[src/rtl/pipe_stall_ctrl_pkg.sv]
// Shared pipeline encodings: operand forwarding sources and stall FSM states.
package pipe_stall_ctrl_pkg;

  localparam logic [1:0] FWD_RF    = 2'b00;
  localparam logic [1:0] FWD_EXE   = 2'b01;
  localparam logic [1:0] FWD_MEM   = 2'b10;
  localparam logic [1:0] FWD_MDATA = 2'b11;

  localparam logic [0:0] ST_IDLE     = 1'b0;
  localparam logic [0:0] ST_MEM_WAIT = 1'b1;

endpackage

[src/rtl/pipe_stall_ctrl_fwd_sel.sv]
// Forwarding source selector for one ID-stage source register.
module pipe_fwd_sel
  import pipe_stall_ctrl_pkg::*;
(
  input  logic [4:0] rn,
  input  logic [4:0] ern,
  input  logic       ewreg,
  input  logic       em2reg,
  input  logic [4:0] mrn,
  input  logic       mwreg,
  input  logic       mm2reg,
  output logic [1:0] fwd
);

  logic ex_hit;
  logic mem_hit;

  assign ex_hit  = ewreg & (ern != 5'd0) & (ern == rn);
  assign mem_hit = mwreg & (mrn != 5'd0) & (mrn == rn);

  // A load still in EX has no data yet; the load-use stall covers that case.
  always_comb begin
    fwd = FWD_RF;
    if (ex_hit && !em2reg)
      fwd = FWD_EXE;
    else if (mem_hit && mm2reg)
      fwd = FWD_MDATA;
    else if (mem_hit)
      fwd = FWD_MEM;
  end

endmodule

[src/rtl/pipe_stall_ctrl.sv]
// Pipeline hazard controller: forwarding, load-use and branch handling,
// and a memory wait FSM with timeout flag and stall-cycle counter.
module pipe_stall_ctrl
  import pipe_stall_ctrl_pkg::*;
#(
  parameter int MAX_WAIT = 15,
  parameter int CNT_W    = 32
) (
  input  logic             clock,
  input  logic             resetn,
  input  logic [4:0]       rs,
  input  logic [4:0]       rt,
  input  logic             use_rs,
  input  logic             use_rt,
  input  logic             id_branch_taken,
  input  logic [4:0]       ern,
  input  logic             ewreg,
  input  logic             em2reg,
  input  logic [4:0]       mrn,
  input  logic             mwreg,
  input  logic             mm2reg,
  input  logic             mwmem,
  input  logic             dmem_ready,
  output logic [1:0]       fwda,
  output logic [1:0]       fwdb,
  output logic             wpcir,
  output logic             bubble,
  output logic             flush_if,
  output logic             em_hold,
  output logic             mem_req,
  output logic             mem_err,
  output logic [CNT_W-1:0] stall_cnt
);

  localparam int WW = $clog2(MAX_WAIT + 1);
  localparam logic [WW-1:0] WAIT_MAX  = WW'(MAX_WAIT);
  localparam logic [WW-1:0] WAIT_LAST = WW'(MAX_WAIT - 1);

  logic [0:0]    state;
  logic [0:0]    state_eff;
  logic [0:0]    state_next;
  logic [WW-1:0] wait_cnt;
  logic          mem_err_q;
  logic          in_wait;
  logic          mem_stall;
  logic          load_use;
  logic          err_hit;

  pipe_fwd_sel u_fwd_a (
    .rn(rs), .ern(ern), .ewreg(ewreg), .em2reg(em2reg),
    .mrn(mrn), .mwreg(mwreg), .mm2reg(mm2reg), .fwd(fwda)
  );

  pipe_fwd_sel u_fwd_b (
    .rn(rt), .ern(ern), .ewreg(ewreg), .em2reg(em2reg),
    .mrn(mrn), .mwreg(mwreg), .mm2reg(mm2reg), .fwd(fwdb)
  );

  // Held in reset the decode behaves as IDLE regardless of the stored state.
  assign state_eff = resetn ? state : ST_IDLE;
  assign in_wait   = (state_eff == ST_MEM_WAIT);
  assign mem_req   = in_wait | mm2reg | mwmem;
  assign mem_stall = mem_req & ~dmem_ready;
  assign load_use  = ewreg & em2reg & (ern != 5'd0) &
                     ((use_rs & (ern == rs)) | (use_rt & (ern == rt)));
  assign err_hit   = in_wait & (wait_cnt == WAIT_LAST);
  assign mem_err   = mem_err_q | err_hit;

  always_comb begin
    wpcir    = 1'b1;
    bubble   = 1'b0;
    flush_if = 1'b0;
    em_hold  = 1'b0;
    if (mem_stall) begin
      wpcir   = 1'b0;
      em_hold = 1'b1;
    end else if (load_use) begin
      wpcir  = 1'b0;
      bubble = 1'b1;
    end else if (id_branch_taken) begin
      flush_if = 1'b1;
    end
  end

  always_comb begin
    state_next = state_eff;
    if (!in_wait && mem_stall)
      state_next = ST_MEM_WAIT;
    else if (in_wait && dmem_ready)
      state_next = ST_IDLE;
  end

  // wait_cnt holds the number of completed MEM_WAIT cycles.
  always_ff @(posedge clock) begin
    if (!resetn) begin
      state     <= ST_IDLE;
      wait_cnt  <= '0;
      mem_err_q <= 1'b0;
      stall_cnt <= '0;
    end else begin
      state <= state_next;
      if (!in_wait && mem_stall)
        wait_cnt <= '0;
      else if (in_wait && wait_cnt != WAIT_MAX)
        wait_cnt <= wait_cnt + 1'b1;
      if (err_hit)
        mem_err_q <= 1'b1;
      if (!wpcir && stall_cnt != {CNT_W{1'b1}})
        stall_cnt <= stall_cnt + 1'b1;
    end
  end

endmodule

[config.mk]
export PLATFORM = sky130hd
export DESIGN_NAME = pipe_stall_ctrl
export DESIGN_NICKNAME = d
export VERILOG_FILES = /design/src/rtl/pipe_stall_ctrl_pkg.sv /design/src/rtl/pipe_stall_ctrl_fwd_sel.sv /design/src/rtl/pipe_stall_ctrl.sv
export SDC_FILE = /design/constraint.sdc
export NUM_CORES = 1
export LEC_CHECK = 0
export ABC_AREA = 0
export CORE_AREA = 2 2 79 81
export CTS_CLUSTER_SIZE = 28
export DETAILED_ROUTE_END_ITERATION = 10
export DIE_AREA = 0 0 81 83
export PLACE_DENSITY = 0.71
export SYNTH_ARGS = -nofsm -noshare
export SYNTH_HDL_FRONTEND = slang
export SYNTH_SLANG_ARGS = --single-unit
[constraint.sdc]
create_clock -name clock -period 1.9 [get_ports clock]
set_clock_uncertainty 0.15 [all_clocks]
set_input_delay 0.19 -clock clock [delete_from_list [all_inputs] [get_ports clock]]
set_output_delay 0.19 -clock clock [all_outputs]
set_load 0.03 [all_outputs]
### Word-level counts from Yosys, hierarchy flattened

Cells that the tools add are included.

| word-level totals | value |
|---|---|
| register bits | 38 |
| input port bits | 31 |
| word-level logic and storage cells | 63 |

| operators by class | value |
|---|---|
| equality and inequality tests | 7 |
| multiplexer cells | 17 |
| $add $sub $neg | 2 |
| reductions and logical operators | 14 |
| bitwise gates (word level) | 19 |

Operators with widths:

| cell | count |
|---|---|
| $add A32 B1 Y32 const B | 1 |
| $ne A32 B32 Y1 const B | 1 |
| $eq A5 B5 Y1 | 4 |
| $and A1 B1 Y1 | 13 |
| $mux W2 | 6 |
| $mux W1 | 11 |
| $reduce_bool A5 Y1 | 2 |
| $logic_and A1 B1 Y1 | 8 |
| $add A4 B1 Y4 const B | 1 |
| $eq A4 B4 Y1 const B | 1 |
| $ne A4 B4 Y1 const B | 1 |
| $or A1 B1 Y1 | 4 |
| $logic_not A1 Y1 | 3 |
| $not A1 Y1 | 2 |
| $reduce_or A2 Y1 | 1 |

### Logic depth before layout (Yosys ltp)

| logic depth | value |
|---|---|
| depth after elaboration | 8 |
| depth in mapped cells | 10 |

### Hierarchy

A second synthesis with hierarchy kept.

| unflattened totals | value |
|---|---|
| cells, all modules | 289 |
| area, all modules | 2,417.3 um^2 |

By module, submodules not included:

| module | cells each | times used | area each (um^2) |
|---|---|---|---|
| pipe_stall_ctrl | 245 | 1 | 2,087.0 |
| pipe_fwd_sel | 22 | 2 | 165.2 |

### Least setup slack after synthesis

No wires, ideal clock.

| path | value |
|---|---|
| path type | register -> register |
| from | reg stall_cnt[2] |
| to | reg stall_cnt[19] |
| setup slack | -391 ps |
| required time | 1,680 ps |
| data arrival time | 2,070 ps |
| path buffers | 2 |
| period minus slack after synthesis | 2,291 ps |
| cell stages (with the launch flop) | 10 |
| cells stage by stage | dfxtp_1 and4_1 nand4_1 nor3_1 nand2b_1 o21ai_4 buf_4 buf_4 o21ai_1 a21oi_1 |

| on the way | value |
|---|---|
| longest elaborated chain between the ends | 2 |

RTL lines:

| what | RTL line | text |
|---|---|---|
| from (decl) | pipe_stall_ctrl.sv:32 | `output logic [CNT_W-1:0] stall_cnt` |
| from (signal assigned) | pipe_stall_ctrl.sv:109 | `stall_cnt <= stall_cnt + 1'b1;` |
| branches (longest 2 deep; another with $add A32 B1 Y32) | n/a |  |

Parallel ways; which one is timed is not known.
A chain may end at the register's enable or synchronous reset.

### Worst setup path after layout

| path | value |
|---|---|
| from | in rt[3] |
| to | reg stall_cnt[18] |

| on the way | value |
|---|---|
| longest elaborated chain between the ends | 8 |

RTL lines:

| what | RTL line | text |
|---|---|---|
| from (decl) | pipe_stall_ctrl.sv:12 | `input logic [4:0] rt,` |
| $eq A5 B5 Y1 | pipe_stall_ctrl.sv:65 | `((use_rs & (ern == rs)) \| (use_rt & (ern == rt)));` |
| $and A1 B1 Y1 | pipe_stall_ctrl.sv:65 |  |
| $or A1 B1 Y1 | pipe_stall_ctrl.sv:65 |  |
| $and A1 B1 Y1 | pipe_stall_ctrl.sv:64 | `assign load_use = ewreg & em2reg & (ern != 5'd0) &` |
| $mux W1 | pipe_stall_ctrl.sv:77 | `end else if (load_use) begin` |
| $mux W1 | pipe_stall_ctrl.sv:74 | `if (mem_stall) begin` |
| $logic_not A1 Y1 | pipe_stall_ctrl.sv:108 | `if (!wpcir && stall_cnt != {CNT_W{1'b1}})` |
| $logic_and A1 B1 Y1 | pipe_stall_ctrl.sv:108 |  |

No other way between the ends.

==> impl_metrics.yaml <==
status:
  outcome: "finished with violations"
  violations: "negative setup slack"
power:
  power_density_mw_per_mm2: 407
  power.total_uw: 1820
  leakage_uw: 0.00180
  irDropWorstVdd_mv: 0.366
layout:
  nets: 487
  regArea_um2: 825
  drive_gt1_share_pct: 50.0
  fill_cells: 385
  areaGrowthSynthToFinish_pct: 94.2
  diodes: 0
  fin_cells: 529
  utilization_pct: 77.0
  multiInputGateArea_mm2: 0.00182
synthesis:
  synth-compound-area-share_pct: 18.4
  synthXorXnorAreaFrac_pct: 11.0
  synthAdderAreaFrac_pct: 1.63
  ys_warn_count: 0
  synth_top_family_by_area: "simple AND/OR/NAND/NOR gates"
  synth-simple-area-share_pct: 30.0
  netlist.area_leader.share_pct: 33.0
  async_reset_ff_share_pct: 0
  synth_mux_area_share_pct: 1.74
  synthFlopType: "dfxtp_1"
  yosysSeqAreaShare_pct: 33.0
  netlist_instances: 278
  postSynthAreaPerCell_um2: 8.29
  synth_cell_types: 50
  synth-edff-count: 0
  synth_area_leaders: "dfxtp_1 33%, xor2_1 6.1%, xnor2_1 4.9%"
  synth_nets: 312
  ys_ff_latch: 38
  synthesis.area_mm2: 0.00231
  synth_largest_area_cell: "dfxtp_1"
detailed_routing:
  drt_first_pass_iters: 4
  viasPerCell: 5.73
  routed_wl_um: 10300
  drtIter0Drc: 248
  ant_nets: 0
  vias: 3032
  wl_per_cell_um: 19.6
  post-route-drc-count: 0
sta:
  maxSlewViolCount: 0
  period_share_pct: 113
  rsz0062_at_grt: "true"
  timing_hold_violations_final: 0
  slew-limit-headroom_pct: 62.0
  setup_violations: 38
  setup_ws_ps: -243
  tightest_slew_ps: 568
  fmax_ghz: 0.467
  final.min_clock_period_ps: 2140
  setup-tns-final_ps: -4660
flow_run:
  maxCapViolCount: 0
clocking:
  clkLatencyLatePin_ps: 300
  tritoncts: "built"
  tritoncts.num_buffers: 5
  cts.clk_slew.worst_paths_ps: 70
  hold_buffers: 0
  numClockSinks: 38
  root_buffer: "clkbuf_8"
  clock_path_buffers: 2
  htree_levels: 2
die:
  row_count: 28
  initial_core_util_pct: 39.7
  die_x_um: 81
  ios: 73
  die_h_um: 83
  core_area_mm2: 0.00582
  dieArea_mm2: 0.00672
grt:
  grt_usage_pct: 28.1
  grt_pass1_vias: 2958
  grt_pass1_wl_um: 14800
  overflow: 0
  antenna_found_initial: 0
  grt_start_max_net_pins: 29
worst_setup_path:
  cp_max_fo: 4
  cp.buffers_inverters: 3
  critPathMaxStageDelay_ps: 400
  worstPathCellList: "buf_8 -> xor2_4 -> nor3_4 -> nand3_2 -> buf_6 -> a211o_4 -> buf_12 -> a2111oi_4 -> xnor2_1 -> nor2_1"
  arrival_ps: 2150
  crit_family: "compound AO/OA/AOI/OAI gates"
  startpoint_type: "primary input"
  required_ps: 1910
  cp-end-kind: "flip-flop"
  path_class: "in -> reg"
  cp_slowest_cell: "a2111oi_4"
worst_hold_path:
  hold_class: "reg -> reg"
place:
  hpwl_um: 5690
  routabilityCongestion: 0.966
  dp.cells: 495
  portBuffers: 72
sequential cells by signal (all words and copies together) (netlist names):
| name | count |
|---|---|
| mem_err_q | 1 |
| stall_cnt | 32 |
| wait_cnt | 4 |
| state | 1 |
synthesized netlist by cell type, types with 2 or more instances:
cell type,n
nand3_1,18
o21ai_1,7
a21oi_1,22
a211oi_1,3
ha_1,3
nand2_1,22
buf_2,3
dfxtp_1,38
or4_1,10
inv_1,9
clkbuf_1,4
xnor2_1,13
a21o_1,6
nand4_1,7
nand2b_1,6
nor3_1,7
and3_1,9
or3_1,7
buf_4,2
nor2b_1,2
inv_2,2
mux2i_1,4
and2_1,4
nor4_1,3
xor2_1,16
and4_1,3
nor2_1,17
o21ai_0,2
o31ai_1,8
through the flow:
step                cell area (µm²)  setup WS [ps]  hold WS [ps]
CTS                            4260           -141           383
detailed placement             3770           -771           372
global placement               3770           -726           356
floorplan                      2430           -110           184
global route                   4480           -264           393
finish                         4480           -243           382
layer usage:
metal | routed length [µm] | track usage, %
met3 | 567 | 4.78
met5 | 0 | 0
met1 | 4060 | 34.7
met2 | 5170 | 47.8
met4 | 553 | 10.8
worst min-delay path: stages (launching register included):
cell and delay (ps):
dfxtp_1 350, o31ai_2 70, a21oi_1 60
timing repair:
action                                  in CTS  in global routing
gates resized for setup                    130                 59
buffers inserted                            14                 11
endpoints found under the setup margin      41                 40
pin swaps                                   58                 24
gates cloned                                 3                  0
cells by family (layout without fill, tap and decap cells):
family	Yosys count	after routing
AOI/OAI and AO/OA	60	60
xor gates and xnor gates	29	29
adders and majority gates	3	3
buffers and inverters	21	197
DFF	38	38
muxes	4	4
and+or+nand+nor	123	123
final cells by class:
cell class | instances | share of cell area, %
multi-input cells | 219 | 40.6
well taps | 75 | 2.10
flip-flops and latches | 38 | 18.4
repair buffers | 178 | 36.1
inverters | 11 | 0.978
clock buffers | 8 | 1.79
report_power, final:
group	total (µW)	internal [µW]	leakage [µW]	switching, µW
clock network	550	261	0.0000395	289
logic	484	248	0.00144	236
registers	790	785	0.000321	5.05
cell usage in the layout (no fill, tap or decap), drive strengths merged, types with 4 or more instances in the layout:
cell and instances:
nand2 22, dfxtp 38, nor2 17, xnor2 13
nor3 9, or4 10, clkdlybuf4s50 41, o31ai 8
nand4 8, nand3 19, buf 126, mux2i 4
or3 7, a21o 6, clkbuf 14, nand2b 6
a21oi 23, a211oi 4, o21ai 11, xor2 16
and3 9, and2 4, inv 11
final timing paths:
check / slack, ps / depth (start not counted) / from / end
max reg2reg: -220 / 8 / stall_cnt[26]$_SDFFE_PN0P_ / stall_cnt[27]$_SDFFE_PN0P_
max: -240 / 10 / rt[3] / stall_cnt[18]$_SDFFE_PN0P_
min: 380 / 2 / stall_cnt[29]$_SDFFE_PN0P_ / stall_cnt[29]$_SDFFE_PN0P_
min reg2reg: 380 / 2 / stall_cnt[29]$_SDFFE_PN0P_ / stall_cnt[29]$_SDFFE_PN0P_
Power figures use the tool's default switching activity.
